$ cat src/rtl/clct_deadtime_sel.sv
// -----------------------------------------------------------------------------
// clct_deadtime_sel
//
// Picks the first and second CLCT out of the best-1-of-5 sorter stream.
// An eligible sorter output seen while idle becomes clct0 and opens a
// dead-time window of drift_delay clocks. During that window the key group
// of clct0 (and a neighbour group when the key sits near a group edge) is
// reported busy on bsy_grp. The best eligible non-busy input seen during
// the window becomes clct1 and is emitted when the window closes.
//
// Ports
//   clock        : sole clock, all state changes on the rising edge
//   reset        : asynchronous, active-high, clears all state
//   best_pat     : sorter pattern; [5:3] = layer hits, [5:1] = sort key
//   best_key     : sorter key half-strip; [7:5] = group, [4:0] = position
//   best_carry   : sorter side-band data carried along with the CLCT
//   best_bsy     : sorter output is not valid this clock
//   hit_thresh   : minimum layer-hit count for acceptance
//   drift_delay  : dead-time length in clocks, 0 = no dead time
//   clct0_*      : first CLCT (vld pulses one clock, data held)
//   clct1_*      : second CLCT (vld pulses one clock, data held)
//   bsy_grp      : per-32-half-strip key-group busy mask for the sorter
//   hold_active  : dead-time window open
//   key_err      : sticky flag, a non-busy input carried key group 7
// -----------------------------------------------------------------------------
module clct_deadtime_sel (
  input  logic        clock,
  input  logic        reset,
  input  logic [5:0]  best_pat,
  input  logic [7:0]  best_key,
  input  logic [11:0] best_carry,
  input  logic        best_bsy,
  input  logic [2:0]  hit_thresh,
  input  logic [3:0]  drift_delay,
  output logic        clct0_vld,
  output logic [5:0]  clct0_pat,
  output logic [7:0]  clct0_key,
  output logic [11:0] clct0_carry,
  output logic        clct1_vld,
  output logic [5:0]  clct1_pat,
  output logic [7:0]  clct1_key,
  output logic [11:0] clct1_carry,
  output logic [6:0]  bsy_grp,
  output logic        hold_active,
  output logic        key_err
);

  typedef enum logic {IDLE = 1'b0, HOLD = 1'b1} state_t;

  state_t      state_reg;
  logic [3:0]  cnt_reg;

  // Best secondary candidate collected so far in the current window
  logic        sec_held_reg;
  logic [5:0]  sec_pat_reg;
  logic [7:0]  sec_key_reg;
  logic [11:0] sec_carry_reg;

  // Input decode
  logic [2:0]  hits;
  logic [2:0]  grp;
  logic [4:0]  pos;
  logic        eligible;
  logic        bad_key;
  logic [6:0]  new_mask;
  logic [7:0]  busy_ext;
  logic        grp_busy;

  assign hits     = best_pat[5:3];
  assign grp      = best_key[7:5];
  assign pos      = best_key[4:0];
  assign bad_key  = !best_bsy && (grp == 3'd7);
  assign eligible = !best_bsy && (hits >= hit_thresh) && (grp != 3'd7);

  // Group 7 does not exist in the mask; padding keeps the lookup in range.
  assign busy_ext = {1'b0, bsy_grp};
  assign grp_busy = busy_ext[grp];

  // Busy mask for a new clct0: its own group, plus the lower neighbour when
  // the key is within 4 half-strips of the low edge, plus the upper
  // neighbour when within 4 half-strips of the high edge.
  genvar gi;
  generate
    for (gi = 0; gi < 7; gi++) begin : g_mask
      logic own_hit;
      logic from_upper;
      logic from_lower;
      assign own_hit = (grp == 3'(gi));
      if (gi < 6) begin : g_upper
        assign from_upper = (grp == 3'(gi + 1)) && (pos < 5'd4);
      end else begin : g_no_upper
        assign from_upper = 1'b0;
      end
      if (gi > 0) begin : g_lower
        assign from_lower = (grp == 3'(gi - 1)) && (pos > 5'd27);
      end else begin : g_no_lower
        assign from_lower = 1'b0;
      end
      assign new_mask[gi] = own_hit | from_upper | from_lower;
    end
  endgenerate

  // Secondary selection: a strictly larger sort key wins, ties keep the
  // earlier candidate. The candidate arriving on the closing edge still
  // takes part in the selection.
  logic        take_sec;
  logic        merged_held;
  logic [5:0]  merged_pat;
  logic [7:0]  merged_key;
  logic [11:0] merged_carry;

  assign take_sec = (state_reg == HOLD) && eligible && !grp_busy &&
                    (!sec_held_reg || (best_pat[5:1] > sec_pat_reg[5:1]));

  assign merged_held  = sec_held_reg | take_sec;
  assign merged_pat   = take_sec ? best_pat   : sec_pat_reg;
  assign merged_key   = take_sec ? best_key   : sec_key_reg;
  assign merged_carry = take_sec ? best_carry : sec_carry_reg;

  always_ff @(posedge clock or posedge reset) begin
    if (reset) begin
      state_reg     <= IDLE;
      cnt_reg       <= 4'd0;
      sec_held_reg  <= 1'b0;
      sec_pat_reg   <= 6'd0;
      sec_key_reg   <= 8'd0;
      sec_carry_reg <= 12'd0;
      clct0_vld     <= 1'b0;
      clct0_pat     <= 6'd0;
      clct0_key     <= 8'd0;
      clct0_carry   <= 12'd0;
      clct1_vld     <= 1'b0;
      clct1_pat     <= 6'd0;
      clct1_key     <= 8'd0;
      clct1_carry   <= 12'd0;
      bsy_grp       <= 7'd0;
      hold_active   <= 1'b0;
      key_err       <= 1'b0;
    end else begin
      clct0_vld <= 1'b0;
      clct1_vld <= 1'b0;

      if (bad_key) begin
        key_err <= 1'b1;
      end

      case (state_reg)
        IDLE: begin
          if (eligible) begin
            clct0_vld   <= 1'b1;
            clct0_pat   <= best_pat;
            clct0_key   <= best_key;
            clct0_carry <= best_carry;
            // drift_delay is only looked at here; later changes do not
            // stretch or shorten an open window.
            if (drift_delay != 4'd0) begin
              state_reg   <= HOLD;
              cnt_reg     <= drift_delay;
              bsy_grp     <= new_mask;
              hold_active <= 1'b1;
            end
          end
        end

        HOLD: begin
          if (cnt_reg == 4'd1) begin
            state_reg    <= IDLE;
            cnt_reg      <= 4'd0;
            bsy_grp      <= 7'd0;
            hold_active  <= 1'b0;
            sec_held_reg <= 1'b0;
            if (merged_held) begin
              clct1_vld   <= 1'b1;
              clct1_pat   <= merged_pat;
              clct1_key   <= merged_key;
              clct1_carry <= merged_carry;
            end
          end else begin
            cnt_reg       <= cnt_reg - 4'd1;
            sec_held_reg  <= merged_held;
            sec_pat_reg   <= merged_pat;
            sec_key_reg   <= merged_key;
            sec_carry_reg <= merged_carry;
          end
        end

        default: begin
          state_reg <= IDLE;
        end
      endcase
    end
  end

endmodule

$ cat config.mk
export PLATFORM = sky130hd
export DESIGN_NAME = clct_deadtime_sel
export DESIGN_NICKNAME = d
export VERILOG_FILES = /design/src/rtl/clct_deadtime_sel.sv
export SDC_FILE = /design/constraint.sdc
export NUM_CORES = 1
export LEC_CHECK = 0
export ABC_AREA = 1
export CAP_MARGIN = 20
export CORE_ASPECT_RATIO = 1.75
export CORE_MARGIN = 2
export CORE_UTILIZATION = 51
export DETAILED_ROUTE_END_ITERATION = 7
export HOLD_SLACK_MARGIN = 0.06
export PLACE_DENSITY = 0.78
export SLEW_MARGIN = 20
export SYNTH_ARGS = -nofsm -noshare
export SYNTH_HDL_FRONTEND = slang
export SYNTH_SLANG_ARGS = --single-unit
$ cat constraint.sdc
create_clock -name clock -period 4.9 [get_ports clock]
set_input_delay 1.47 -clock clock [delete_from_list [all_inputs] [get_ports clock]]
set_output_delay 1.47 -clock clock [all_outputs]
set_load 0.01 [all_outputs]
==> impl_metrics.yaml, run 1 <==
synthesis:
  synth_seq_cells: 95
  synth_seq_area_share_pct: 51.1
  syn_area_um2: 4650
  avgSynthCellArea_um2: 7.97
  ys_types: 29
  synth_nets: 629
  yosysWarnings: 0
  postSynthCellCount: 583
clocking:
  cts.sink_count: 95
  cts.path.max_buffers: 2
  worstSkewPairLatency_ns: 0.35
  cts_buffers: 9
  cts_tree: "done"
  cts_hold_buf: 0
  h-tree-depth: 3
  cts_resized: 0
  post_cts_buffers: 0
  root_buffer: "clkbuf_16"
  path_clk_slew_ns: 0.07
global_routing:
  grt_pass1_vias: 4375
  grt-ovfl-total: 0
  grt_max_degree: 73
  grt_pass1_wl_um: 20500
  antenna_found_initial: 0
  track_usage_pct: 26.6
job:
  drv_cap: 0
layout:
  area_growth_syn_to_layout_pct: 28.0
  final_cell_mix: "nand2_1, clkdlybuf4s50_1, nand3_1, dfrtp_1, inv_1"
  drive_gt1_share_pct: 5.61
  diodes: 0
  layout_commonest_cell: "nand2_1"
  nets: 719
  final_core_util_pct: 66.3
sta:
  max_freq_mhz: 270
  report.final.slew_viol_count: 0
  rsz0062_at_grt: "false"
  max_slew_margin_pct: 30.1
  hold_viol: 0
  finalSetupTns_ns: 0
  worst_pin_slew_ns: 1.05
  holdWs_ns: 0.480
  finalClockSkew_ns: 0.00897
  min_period_ns: 3.71
  fin_crit_sh_pct: 75.6
  setup_viol: 0
place:
  gp_congestion: 0.990
  io_buffers: 98
  place_hpwl_um: 8860
floorplan:
  chipHeight_um: 130
  io_pins: 99
  start_util_pct: 51.8
  dieArea_um2: 9920
  core.rowCount: 46
  die_w_um: 76.2
  core_region_area_um2: 8980
power_and_ir_drop:
  p_leak_nw: 3.00
  power.total_mw: 3.62
  ir_drop_uv: 444
  p_per_area_nw_per_um2: 609
detailed_routing:
  viasPerCell: 5.41
  first_pass_iters: 5
  drc: 0
  routed_wl_um: 12700
  antenna_left: 0
  wl_per_cell_um: 15.9
  vias: 4311
  drtIter0Drc: 345
worst_hold_path:
  hp-start: "clct1_pat[0]"
  hold_path_class: "reg2reg"
critical_path:
  worstSetupStartpoint: "best_key[5]"
  startpoint_type: "primary input"
  reg2reg_from: "cnt_reg[1]"
  crit_required_ns: 5.18
  worstSetupEndpointType: "flop"
  crit_path_max_fanout: 26
  arrival_ns: 3.99
  critPathKind: "in2reg"
status:
  run_status: "finished, final reports clean"
-- cell families (layout without fill, tap and decap cells) --
kind of cell | Yosys count | in the layout | synth area share [%]
AND/OR/NAND/NOR | 304 | 304 | 28.1
adder cells (fa/ha/maj) | 10 | 10 | 2.69
flip-flops | 95 | 95 | 51.1
AO/OA/AOI/OAI | 65 | 65 | 8.08
buffers and inverters | 108 | 202 | 9.82
XOR/XNOR | 1 | 1 | 0.188
-- report_power, final --
| part | internal, mW | leakage, nW | switching (mW) |
|---|---|---|---|
| clock | 0.356 | 0.133 | 0.289 |
| combinational | 0.730 | 1.72 | 0.872 |
| sequential | 1.14 | 1.15 | 0.237 |
-- cell type report --
| cell class | instances | area (µm²) |
|---|---|---|
| Fill cell | 771 | 3030 |
| Sequential cell | 95 | 2380 |
| Multi-Input combinational cell | 380 | 1810 |
| Timing Repair Buffer | 104 | 1030 |
| Inverter | 83 | 317 |
| Clock buffer | 12 | 246 |
| Tap cell | 120 | 150 |
| Clock inverter | 3 | 18.8 |
-- critical path: stages --
cell and delay [ns]:
clkdlybuf4s50_1 0.77, inv_4 0.10, nand2_1 0.08, nand2_1 0.05, nand2_1 0.05, nand2_1 0.06, nand2_1 0.06, nand2_1 0.07
nor2_2 0.36, nand2_2 0.46, nand2_1 0.20, nand3_1 0.13, nand2_1 0.11
-- Yosys cell counts (all sizes together) --
library cell,n,area (µm²)
nor3,2,10.0
a31oi,2,12.5
clkinv,2,7.51
buf,13,97.6
ha,10,125
o221ai,1,8.76
o21ai,46,245
o211ai,2,15.0
o21bai,1,7.51
nand2,197,767
dfrtp,95,2380
nand3,95,475
nor2,8,40.0
clkbuf,12,45.0
nand4,2,12.5
inv,81,307
a21boi,1,18.8
o22ai,6,37.5
xnor2,1,8.76
a21oi,6,30.0
-- worst paths after layout --
| check | endpoint | slack (ns) | cells past startpoint |
|---|---|---|---|
| max in group asynchronous | sec_pat_reg[5] | 2.49 | 3 |
| max | clct1_carry[11] | 1.19 | 13 |
| min in group asynchronous | clct0_pat[1] | 1.67 | 2 |
| max reg2reg | cnt_reg[3] | 1.43 | 9 |
| min reg2reg | clct1_pat[0] | 0.48 | 2 |
| min | clct1_pat[0] | 0.48 | 2 |
-- per-layer routing --
layer  part of all wire (%)  GRT usage, %  vias to the layer above
li1                       -             -                     2039
met3                    4.2          3.94                       50
met1                     38          28.9                     2072
met4                    4.5          16.6                        0
met2                     53          49.1                      150
met5                      0             0                        -
-- through the flow --
stage          setup WS (ns)  std cells  area [µm²]
2_1_floorplan          0.953        583        4650
3_3_place_gp           0.973        782        5680
3_5_place_dp           0.912        782        5680
4_1_cts                 1.24        797        5950
5_1_grt                0.899        797        5950
6_report                1.19        797        5950
Power figures use the tool's default switching activity.
==> inputs of run 2 (changes only) <==
Settings changed: CORE_UTILIZATION 51 to 46, PLACE_DENSITY 0.78 to 0.74.
Clock period 4.9 ns to 3.2 ns, I/O delays scaled along.
==> run 2 against run 1 <==
Power increased by 56%. Largest cell class unchanged. Highest routed layer unchanged. Largest power group unchanged. Cell count increased by 2.9%. Sequential power increased by 52%. Non-clock buffer count increased by 17.
==> impl_metrics.yaml, run 2 (synthesized netlist as in run 1, its figures left out) <==
status:
  run_status: "finished, final reports clean"
power_and_ir_drop:
  clock_power_share_pct: 19.3
  p_switching_mw: 2.12
  power.total_mw: 5.67
  switching_share_pct: 37.4
  p_leak_nw: 3.12
  p_per_area_nw_per_um2: 916
  p_int_mw: 3.55
  ir_drop_uv: 693
  p_seq_share_pct: 37.0
  p_comb_share_pct: 43.7
layout:
  area_growth_syn_to_layout_pct: 33.0
  final_cell_mix: "nand2_1, clkdlybuf4s50_1, nand3_1, dfrtp_1, inv_1"
  nets: 736
  diodes: 0
  drive_gt1_share_pct: 8.06
  design_area_um2: 6180
  layout_commonest_cell: "nand2_1"
  nFillCells: 846
  fin_cells: 820
place:
  io_buffers: 98
  post_dp_cell_area_um2: 5880
  place_ws_ns: -0.0884
  place_hpwl_um: 8780
  place_inst: 804
  gp_congestion: 0.983
sta:
  setup_viol: 0
  rsz0062_at_grt: "false"
  fin_crit_sh_pct: 91.6
  max_freq_mhz: 341
  report.final.slew_viol_count: 0
  holdWs_ns: 0.479
  min_period_ns: 2.93
  worst_pin_slew_ns: 0.853
  finalClockSkew_ns: 0.00701
  max_slew_margin_pct: 42.9
  hold_viol: 0
  fin_ws_ns: 0.269
floorplan:
  dieArea_um2: 11000
  io_pins: 99
  die_w_um: 80.0
  start_util_pct: 47.2
  chipHeight_um: 137
  core.rowCount: 48
  core_region_area_um2: 9850
clocking:
  cts_buffers: 9
  h-tree-depth: 3
  cts.path.max_buffers: 2
  root_buffer: "clkbuf_16"
  cts.sink_count: 95
  worstSkewPairLatency_ns: 0.34
  cts_tree: "done"
  post_cts_buffers: 0
  cts_hold_buf: 0
  path_clk_slew_ns: 0.06
  cts_resized: 0
critical_path:
  crit_path_max_fanout: 26
  arrival_ns: 3.21
  startpoint_type: "primary input"
  critPathKind: "in2reg"
  worstSetupEndpointType: "flop"
  crit_required_ns: 3.48
worst_hold_path:
  hold_path_class: "reg2reg"
detailed_routing:
  routed_wl_um: 12100
  drc: 0
  drtIter0Drc: 242
  vias: 4302
  viasPerCell: 5.25
  wl_per_cell_um: 14.8
  antenna_left: 0
  first_pass_iters: 5
global_routing:
  grt-ovfl-total: 0
  track_usage_pct: 23.5
  grt_max_degree: 37
  grt_pass1_wl_um: 20000
  grt_pass1_vias: 4444
  antenna_found_initial: 0
job:
  drv_cap: 0
run 2: metrics by stage:
step / utilization [%] / setup TNS (ns)
floorplan: - / 0
global placement: 59.7 / -0.0870
detailed placement: 59.7 / -1.15
CTS: 62.8 / 0
global route: 62.8 / 0
finish: 62.8 / 0
run 2: final timing paths:
check	depth (start not counted)	start	slack [ns]	to
setup reg to reg	10	sec_pat_reg[5]	1.21	clct1_key[2]
max in group asynchronous	3	reset	1.55	clct1_key[5]
hold reg to reg	1	key_err	0.48	key_err
hold / removal	1	key_err	0.48	key_err
min in group asynchronous	2	reset	1.01	clct0_carry[1]
setup / recovery	10	best_pat[3]	0.27	clct1_carry[11]
run 2: worst max-delay path, stage by stage:
cell and delay, ns:
clkdlybuf4s50_1 0.49, inv_1 0.06, ha_1 0.28, o21ai_0 0.23, nand2_1 0.10, nand3_1 0.10
nor2_2 0.09, o21ai_4 0.66, nand2_1 0.11, nand2_1 0.11
run 2: power groups by stage:
stage	clock network, mW	logic (mW)	registers, mW
finish	1.09	2.47	2.10
detailed placement	0	2.48	2.11
global route	1.16	2.76	2.16
floorplan	0	1.21	2.20
CTS	1.11	2.49	2.10
global placement	0	2.40	2.09
run 2: layout make-up:
type / instances / area (µm²) / share of cell area (%)
flip-flops and latches: 95 / 2380 / 38.4
clock inverters: 4 / 55.1 / 0.890
clock buffers: 12 / 246 / 3.99
multi-input cells: 380 / 1810 / 29.3
well taps: 125 / 156 / 2.53
inverters: 83 / 318 / 5.14
repair buffers: 121 / 1220 / 19.7
run 2: metal layers:
layer | global-route usage (%) | up-vias | wire, µm
met2 | 40.9 | 192 | 6380
met3 | 3.23 | 40 | 566
met1 | 27.1 | 2007 | 4760
met4 | 13.8 | 0 | 432
met5 | 0 | - | 0
li1 | - | 2063 | -
